==> src/rtl/cpu_types_pkg.sv <==
// Shared CPU-side types: word type, RAM handshake state and arbiter grant states.
package cpu_types_pkg;

  localparam int WORD_BITS = 32;

  typedef logic [WORD_BITS-1:0] word_t;

  typedef enum logic [1:0] {
    FREE   = 2'd0,
    BUSY   = 2'd1,
    ACCESS = 2'd2,
    ERROR  = 2'd3
  } ramstate_t;

  typedef enum logic [1:0] {
    IDLE   = 2'd0,
    IGRANT = 2'd1,
    DGRANT = 2'd2
  } arb_state_t;

  // Saturating increment of the consecutive-data-grant counter.
  function automatic logic [3:0] streak_inc(input logic [3:0] streak, input logic [3:0] limit);
    logic [3:0] res;
    if (streak >= limit) begin
      res = limit;
    end else begin
      res = streak + 4'd1;
    end
    return res;
  endfunction

endpackage

==> src/rtl/mem_arbiter_if.sv <==
// Request-side and RAM-side signals of the unified memory arbiter.
interface mem_arbiter_if #(parameter int WORD_W = 32);
  import cpu_types_pkg::*;

  logic              iREN;
  logic [WORD_W-1:0] iaddr;
  logic              iwait;
  logic [WORD_W-1:0] iload;
  logic              dREN;
  logic              dWEN;
  logic [WORD_W-1:0] daddr;
  logic [WORD_W-1:0] dstore;
  logic              dwait;
  logic [WORD_W-1:0] dload;
  logic              ramREN;
  logic              ramWEN;
  logic [WORD_W-1:0] ramaddr;
  logic [WORD_W-1:0] ramstore;
  logic [WORD_W-1:0] ramload;
  ramstate_t         ramstate;

  modport arb (
    input  iREN, iaddr, dREN, dWEN, daddr, dstore, ramload, ramstate,
    output iwait, iload, dwait, dload, ramREN, ramWEN, ramaddr, ramstore
  );

  modport req (
    output iREN, iaddr, dREN, dWEN, daddr, dstore,
    input  iwait, iload, dwait, dload
  );

  modport tb (
    output iREN, iaddr, dREN, dWEN, daddr, dstore, ramload, ramstate,
    input  iwait, iload, dwait, dload, ramREN, ramWEN, ramaddr, ramstore
  );

endinterface

==> src/rtl/arb_pick.sv <==
// Next-grant selector: data first unless fetch is waiting and the data streak is exhausted.
module arb_pick
  import cpu_types_pkg::*;
(
  input  logic       dreq,
  input  logic       iREN,
  input  logic [3:0] streak,
  input  logic [3:0] max_dstreak,
  output arb_state_t pick
);

  // Priority decision between the two requesters.
  always_comb begin
    pick = IDLE;
    if (dreq && !(iREN && (streak == max_dstreak))) begin
      pick = DGRANT;
    end else if (iREN) begin
      pick = IGRANT;
    end else begin
      pick = IDLE;
    end
  end

endmodule

==> src/rtl/mem_arbiter.sv <==
// Single-port RAM arbiter between instruction fetch and data access, one transaction at a time.
module mem_arbiter
  import cpu_types_pkg::*;
#(
  parameter int WORD_W      = 32,
  parameter int MAX_DSTREAK = 4
)
(
  input logic         CLK,
  input logic         nRST,
  mem_arbiter_if.arb  bus
);

  localparam logic [3:0] MAX_S = 4'(MAX_DSTREAK);

  arb_state_t state_r;
  arb_state_t next_state_s;
  arb_state_t pick_s;
  logic [3:0] streak_r;
  logic [3:0] streak_next_s;
  logic       dreq_s;
  logic       access_s;

  assign dreq_s   = bus.dREN | bus.dWEN;
  assign access_s = (bus.ramstate == ACCESS);

  // Streak update on completion; the selector sees the post-completion value.
  always_comb begin
    streak_next_s = streak_r;
    case (state_r)
      IGRANT: begin
        if (bus.iREN && access_s) begin
          streak_next_s = 4'd0;
        end else begin
          streak_next_s = streak_r;
        end
      end
      DGRANT: begin
        if (dreq_s && access_s) begin
          if (bus.iREN) begin
            streak_next_s = streak_inc(streak_r, MAX_S);
          end else begin
            streak_next_s = 4'd0;
          end
        end else begin
          streak_next_s = streak_r;
        end
      end
      default: streak_next_s = streak_r;
    endcase
  end

  arb_pick u_pick (
    .dreq        (dreq_s),
    .iREN        (bus.iREN),
    .streak      (streak_next_s),
    .max_dstreak (MAX_S),
    .pick        (pick_s)
  );

  // Next state and all outputs; RAM enables follow the live request so a drop releases the RAM at once.
  always_comb begin
    next_state_s = state_r;
    bus.ramREN   = 1'b0;
    bus.ramWEN   = 1'b0;
    bus.ramaddr  = {WORD_W{1'b0}};
    bus.ramstore = {WORD_W{1'b0}};
    bus.iwait    = bus.iREN;
    bus.dwait    = dreq_s;
    bus.iload    = {WORD_W{1'b0}};
    bus.dload    = {WORD_W{1'b0}};
    case (state_r)
      IDLE: begin
        next_state_s = pick_s;
      end
      IGRANT: begin
        bus.ramREN  = bus.iREN;
        bus.ramaddr = bus.iaddr;
        if (!bus.iREN) begin
          next_state_s = IDLE;
        end else if (access_s) begin
          bus.iwait    = 1'b0;
          bus.iload    = bus.ramload;
          next_state_s = pick_s;
        end else begin
          next_state_s = IGRANT;
        end
      end
      DGRANT: begin
        bus.ramWEN   = bus.dWEN;
        bus.ramREN   = bus.dREN & ~bus.dWEN;
        bus.ramaddr  = bus.daddr;
        bus.ramstore = bus.dstore;
        if (!dreq_s) begin
          next_state_s = IDLE;
        end else if (access_s) begin
          bus.dwait    = 1'b0;
          bus.dload    = bus.dWEN ? {WORD_W{1'b0}} : bus.ramload;
          next_state_s = pick_s;
        end else begin
          next_state_s = DGRANT;
        end
      end
      default: begin
        next_state_s = IDLE;
      end
    endcase
  end

  // Grant state and streak registers.
  always_ff @(posedge CLK or negedge nRST) begin
    if (!nRST) begin
      state_r  <= IDLE;
      streak_r <= 4'd0;
    end else begin
      state_r  <= next_state_s;
      streak_r <= streak_next_s;
    end
  end

endmodule
==> src/flat_wrapper.sv <==
// flat-port wrapper written by rule: the top's interface ports become plain ports
module mem_arbiter_flat import cpu_types_pkg::*;
#(
  parameter int WORD_W      = 32,
  parameter int MAX_DSTREAK = 4
)
  (CLK, nRST, bus_iREN, bus_iaddr, bus_dREN, bus_dWEN, bus_daddr, bus_dstore, bus_ramload, bus_ramstate, bus_iwait, bus_iload, bus_dwait, bus_dload, bus_ramREN, bus_ramWEN, bus_ramaddr, bus_ramstore);
  mem_arbiter_if #(.WORD_W(WORD_W)) bus_i ();
  input logic CLK;
  input logic nRST;
  input wire logic [$bits(bus_i.iREN)-1:0] bus_iREN;
  input wire logic [$bits(bus_i.iaddr)-1:0] bus_iaddr;
  input wire logic [$bits(bus_i.dREN)-1:0] bus_dREN;
  input wire logic [$bits(bus_i.dWEN)-1:0] bus_dWEN;
  input wire logic [$bits(bus_i.daddr)-1:0] bus_daddr;
  input wire logic [$bits(bus_i.dstore)-1:0] bus_dstore;
  input wire logic [$bits(bus_i.ramload)-1:0] bus_ramload;
  input wire logic [$bits(bus_i.ramstate)-1:0] bus_ramstate;
  output wire logic [$bits(bus_i.iwait)-1:0] bus_iwait;
  output wire logic [$bits(bus_i.iload)-1:0] bus_iload;
  output wire logic [$bits(bus_i.dwait)-1:0] bus_dwait;
  output wire logic [$bits(bus_i.dload)-1:0] bus_dload;
  output wire logic [$bits(bus_i.ramREN)-1:0] bus_ramREN;
  output wire logic [$bits(bus_i.ramWEN)-1:0] bus_ramWEN;
  output wire logic [$bits(bus_i.ramaddr)-1:0] bus_ramaddr;
  output wire logic [$bits(bus_i.ramstore)-1:0] bus_ramstore;
  assign bus_i.iREN = bus_iREN;
  assign bus_i.iaddr = bus_iaddr;
  assign bus_i.dREN = bus_dREN;
  assign bus_i.dWEN = bus_dWEN;
  assign bus_i.daddr = bus_daddr;
  assign bus_i.dstore = bus_dstore;
  assign bus_i.ramload = bus_ramload;
  assign bus_i.ramstate = bus_ramstate;
  assign bus_iwait = bus_i.iwait;
  assign bus_iload = bus_i.iload;
  assign bus_dwait = bus_i.dwait;
  assign bus_dload = bus_i.dload;
  assign bus_ramREN = bus_i.ramREN;
  assign bus_ramWEN = bus_i.ramWEN;
  assign bus_ramaddr = bus_i.ramaddr;
  assign bus_ramstore = bus_i.ramstore;
  mem_arbiter #(.WORD_W(WORD_W), .MAX_DSTREAK(MAX_DSTREAK)) u_core (.CLK(CLK), .nRST(nRST), .bus(bus_i));
endmodule
==> config.mk <==
export PLATFORM = sky130hd
export DESIGN_NAME = mem_arbiter_flat
export DESIGN_NICKNAME = d
export VERILOG_FILES = /design/src/rtl/cpu_types_pkg.sv /design/src/rtl/mem_arbiter_if.sv /design/src/rtl/arb_pick.sv /design/src/rtl/mem_arbiter.sv /design/src/flat_wrapper.sv
export SDC_FILE = /design/constraint.sdc
export NUM_CORES = 1
export LEC_CHECK = 0
export CAP_MARGIN = 40
export CORE_AREA = 2 2 103 105
export CTS_BUF_LIST = sky130_fd_sc_hd__clkbuf_16
export DETAILED_ROUTE_END_ITERATION = 6
export DIE_AREA = 0 0 105 107
export DONT_BUFFER_PORTS = 1
export PLACE_DENSITY_LB_ADDON = 0.1
export SLEW_MARGIN = 10
export SYNTH_ARGS = -nofsm -noshare
export SYNTH_HDL_FRONTEND = slang
export SYNTH_HIERARCHICAL = 1
export SYNTH_SLANG_ARGS = --single-unit
==> constraint.sdc <==
create_clock -name CLK -period 2.3 [get_ports CLK]
set_input_delay 0.575 -clock CLK [delete_from_list [all_inputs] [get_ports CLK]]
set_output_delay 0.575 -clock CLK [all_outputs]
set_load 0.05 [all_outputs]
# After elaboration in Yosys (flattened, before gate mapping)
# Index checks and enable logic that the tools add are counted.
# op_classes
n_lt_le_gt_ge	1
reduce_logical	6
eq_ne	4
n_mux	28
bitwise	3
n_addsub	1
# ops
op	count
$mux 32	8
$pmux 32 s2	1
$mux 4	4
$mux 2	5
$pmux 4 s2	1
$mux 1	7
$pmux 2 s3	1
$add 4x1->4 const B	1
$eq 2x2->1 const B	2
$eq 4x3->1 const B	1
$ge 4x3->1 const B	1
$logic_and 1x1->1	4
$eq 2x1->1 const B	1
$logic_not 2->1	1
$pmux 1 s2	1
$and 1x1->1	1
$logic_not 1->1	1
$not 1->1	1
$or 1x1->1	1
# totals
reg_bits	6
wordCells	45
input_bits	135

# Depth between registers and ports, before layout
# depth
ltp_word	13
depth_mapped	12
mapped_depth_nobuf	11

# Modules after synthesis
# Netlist, hierarchy kept.
# by_module_without_submodules
module	area_each_um2	n_inst	cells_each
mem_arbiter	1584.0	1	229
arb_pick	63.8	1	8

# Worst setup path before layout
# OpenSTA, ideal clock, no wires.
# synth_timing
path_type	reg-to-output
from	register u_core.state_r[0]
to	output bus_ramREN
t_arrival_ps	1976
path_stages_with_launch	6
setup_slack_ps	-251
required_ps	1725
path_cell_list	dfrtp_1 inv_1 ha_1 buf_2 nand3b_1 a21boi_0
# synth_via
elab_chain_cells	2
# synth_lines
element	line_no	text
start: declaration	mem_arbiter.sv:16	arb_state_t state_r;
start signal: assignment	mem_arbiter.sv:116	state_r <= next_state_s;
$eq 2x2->1 or $eq 2x1->1 (tied branches)	mem_arbiter.sv:72	case (state_r)
$pmux 1 s2 *	mem_arbiter.sv:72	
end: declaration	flat_wrapper.sv:23	output wire logic [$bits(bus_i.ramREN)-1:0] bus_ramREN;
# Mark *: on every way between the ends. The rest lies on a longest branch, timed or not.

# Worst setup path after layout
# layout_timing
from	register u_core.state_r[1]
to	output bus_dload[3]
# layout_via
elab_chain_cells	2
# layout_lines
element	line_no	text
$eq 2x2->1	mem_arbiter.sv:72	
$mux 32	mem_arbiter.sv:72	
end: declaration	flat_wrapper.sv:22	output wire logic [$bits(bus_i.dload)-1:0] bus_dload;
# Every way passes these cells.

==> qor.txt <==
post-synthesis instance area = 0.00165 mm2
share of final-layout standard cells stronger than drive strength 1 = 68.0%
worst hold-check path type = input pin to asynchronous set/reset pin
leakage component of the power = 1.85 nW
VDD IR max = 0.000522 V
clock insertion delay at the later pin of the skew report = 0.23 ns
share of power burned in the clock network = 7.3%
RSZ-0062 raised after global routing = yes
maximum capacitance violations = 0
Worst path most repeated cell = sky130_fd_sc_hd__buf_6
number of antenna violations at the first check in global routing = 1
fraction of power consumed by combinational cells = 89.1%
detailed-route wire length = 9.34 mm
outcome = finished, final reports clean
sequence of cells on the critical path = buf_6 > ha_4 > nand3b_1 > nor2_4 > buf_6 > clkbuf_16 > and2_4 > buf_12
IO Pins = 267
Worst Path Arrival = 1.72 ns
wire length of the first global-routing pass = 12.4 mm
power density over the cells = 915 mW/mm2
leading post-synthesis cells by instance count = sky130_fd_sc_hd__and2_1 (98), sky130_fd_sc_hd__a22oi_1 (32), sky130_fd_sc_hd__nor2b_1 (32)
library cell with the highest instance count after synthesis = sky130_fd_sc_hd__and2_1
kind of launch point of the worst setup path = register
CTS Root Cell = sky130_fd_sc_hd__clkbuf_16
kind of cell adding the most delay to the critical path = buffers and inverters
Internal Power = 1.57 mW
number of optimization iterations in the first detailed-route pass = 4
Layout Cell Area excl Fill = 0.00423 mm2
post-synthesis cell type count = 34
cell count after synthesis = 237
Post-CTS Hold Buffers = 0
effective utilization at floorplan = 16.3%
total number of nets in the final design = 517
maximum clock insertion buffer count = 2
Final WS setup = 0.00409 ns
Syn Area/Cell = 6.95 um2
hold_ws = 0.0424 ns
highest achievable clock rate = 436 MHz
Register Area = 150 um2
data required time at the worst endpoint = 1.73 ns
number of synthesis warnings = 6
drt first-iter violations = 82
buffers plus inverters on the worst setup path = 4
Site Rows = 37
Die X = 105 um
area of the core region = 0.0101 mm2
die area = 0.0112 mm2
period utilization = 99.8%
pre-CTS worst setup slack = 0.0527 ns
time the worst path needs with I/O delays and setup = 2.30 ns
clock tree from TritonCTS = built
number of failing setup endpoints in the final timing report = 0
die outline height = 107 um
Vias/cell = 4.43
Post-Route Skew = 0.00238 ns
via count of the first global-routing pass = 2099
number of routed nets with antenna violations = 0
Design Power = 3.87 mW
classification of the worst setup path = register to output pin
pins over their slew limit = 0
routability cong. = 0.841
number of port buffers = 0
Yosys top cell area share = 37.2%
NetSw = 2.31 mW
CTS sink count = 6
largest net degree at the start of global routing = 56
Clk pin slew, worst setup/hold paths = 0.04 ns
post-detailed-route wirelength per cell = 18.3 um
number of vias in the routed layout = 2266
Flop pwr share = 3.5%
filler cell count = 981
switching fraction of total power = 59.6%
CP max FO = 8
Main synth FF type = sky130_fd_sc_hd__dfrtp_1
Overflow after GRT = 0
half-perimeter wire length after placement = 7.07 mm
level count of the clock H-tree = 1
instance area after placement = 0.00361 mm2
slowest stage cell, crit path = sky130_fd_sc_hd__dfrtp_1
library cell occupying the most area in the post-synthesis netlist = sky130_fd_sc_hd__and2_1
residual DRC count = 0
combined area of the multi-input logic cells = 0.00168 mm2
post-synthesis to final-layout area growth = 157%
number of flops mapped to enable cells by yosys = 0
CTS buffer count = 3
proportion of synthesized chip area in sequential cells = 9.11%
Worst Setup End Kind = output pin
slowest stage delay, CP = 0.37 ns
#FFs+latches synth = 6
share of flip-flops with an asynchronous set or reset = 100%
final count of hold timing violations = 0
antenna diode count = 0
total routing resource utilization after global routing = 14.2%
cell types occupying the most area after synthesis = sky130_fd_sc_hd__and2_1 (37%), sky130_fd_sc_hd__a22oi_1 (15%), sky130_fd_sc_hd__nor2b_1 (12%), sky130_fd_sc_hd__dfrtp_1 (9.1%), sky130_fd_sc_hd__ha_1 (3.8%)
-- final timing paths --
kind	start	end	slack (ns)	depth (start not counted)
max reg2reg	u_core/state_r[0]	u_core/state_r[1]	0.03	10
min reg2reg	u_core/streak_r[3]	u_core/streak_r[3]	0.55	1
max in group asynchronous	nRST	u_core/streak_r[1]	2.19	0
max	u_core/state_r[1]	bus_dload[3]	0.004	8
min in group CLK	bus_iREN	u_core/state_r[0]	0.55	2
min	nRST	u_core/streak_r[0]	0.04	0
-- cell type report --
class,count,share of cell area (%)
clock buffer,3,1.77
inverter,6,0.532
multi-input combinational,206,39.7
sequential,6,3.55
tap,136,4.02
timing repair buffer,154,50.4
-- stage by stage --
stage / util, % / setup TNS (ns) / std cells
floorplan: - / 0 / 239
global placement: 35.8 / 0 / 494
detailed placement: 35.8 / 0 / 494
CTS: 39.6 / -0.562 / 507
global route: 42.0 / -0.801 / 511
finish: 42.0 / 0 / 511
-- per-layer routing --
metal,up-vias,GRT usage [%],wire (um)
met4,0,1.81,93
met5,-,0,0
met2,127,31.7,5680
met1,1077,13.0,2910
li1,1058,-,-
met3,4,2.67,660
-- logic make-up after synthesis --
| logic type | share of synthesized area (%) |
|---|---|
| other cells | 0.456 |
| xor+xnor | 2.13 |
| flops | 9.11 |
| compound gates | 21.3 |
| fa+ha+maj | 3.80 |
| buf+inv | 7.82 |
| simple gates | 55.4 |
-- worst register-to-register path, stage by stage, from the launching register on --
cell	delay (ns)
sky130_fd_sc_hd__dfrtp_1	0.36
sky130_fd_sc_hd__inv_2	0.07
sky130_fd_sc_hd__ha_1	0.35
sky130_fd_sc_hd__and3_4	0.19
sky130_fd_sc_hd__and3_4	0.16
sky130_fd_sc_hd__a22o_1	0.20
sky130_fd_sc_hd__xor2_1	0.16
sky130_fd_sc_hd__nor4_2	0.30
sky130_fd_sc_hd__a21oi_1	0.14
sky130_fd_sc_hd__o21ai_1	0.13
sky130_fd_sc_hd__a21oi_1	0.07
-- sequential cells by signal, summed over array words and instances, names as in the netlist --
name and count:
u_core/state_r 2, u_core/streak_r 4
-- layout by cell type, fill, tap and decap left out, drive strengths merged --
| master | count |
|---|---|
| nand2b | 1 |
| a31oi | 1 |
| nand3 | 1 |
| and2 | 98 |
| clkbuf | 6 |
| a22o | 2 |
| a21o | 1 |
| inv | 6 |
| dfrtp | 6 |
| o311a | 1 |
| ha | 5 |
| o21a | 1 |
| nor4 | 1 |
| a21oi | 4 |
| and2b | 1 |
| xor2 | 4 |
| nand3b | 1 |
| buf | 151 |
| conb | 4 |
| nor2b | 32 |
| nand2 | 1 |
| and3 | 2 |
| nor3 | 1 |
| a22oi | 32 |
| a21boi | 1 |
| o21ai | 5 |
| a221oi | 1 |
| nor2 | 5 |
-- power by group through the flow --
stage / Combinational [mW] / Clock [mW] / Sequential (mW)
final: 3.45 / 0.284 / 0.137
after global routing: 3.61 / 0.294 / 0.138
after CTS: 3.25 / 0.287 / 0.135
after detailed placement: 3.14 / 0 / 0.140
after global placement: 3.13 / 0 / 0.138
after floorplan: 2.27 / 0 / 0.133
-- timing repair --
action	in CTS	in global routing
setup endpoints to repair	97	100
buffers inserted	8	2
resized for setup	62	46
cloned	2	3
pin swaps	7	19
Power figures use the tool's default switching activity.
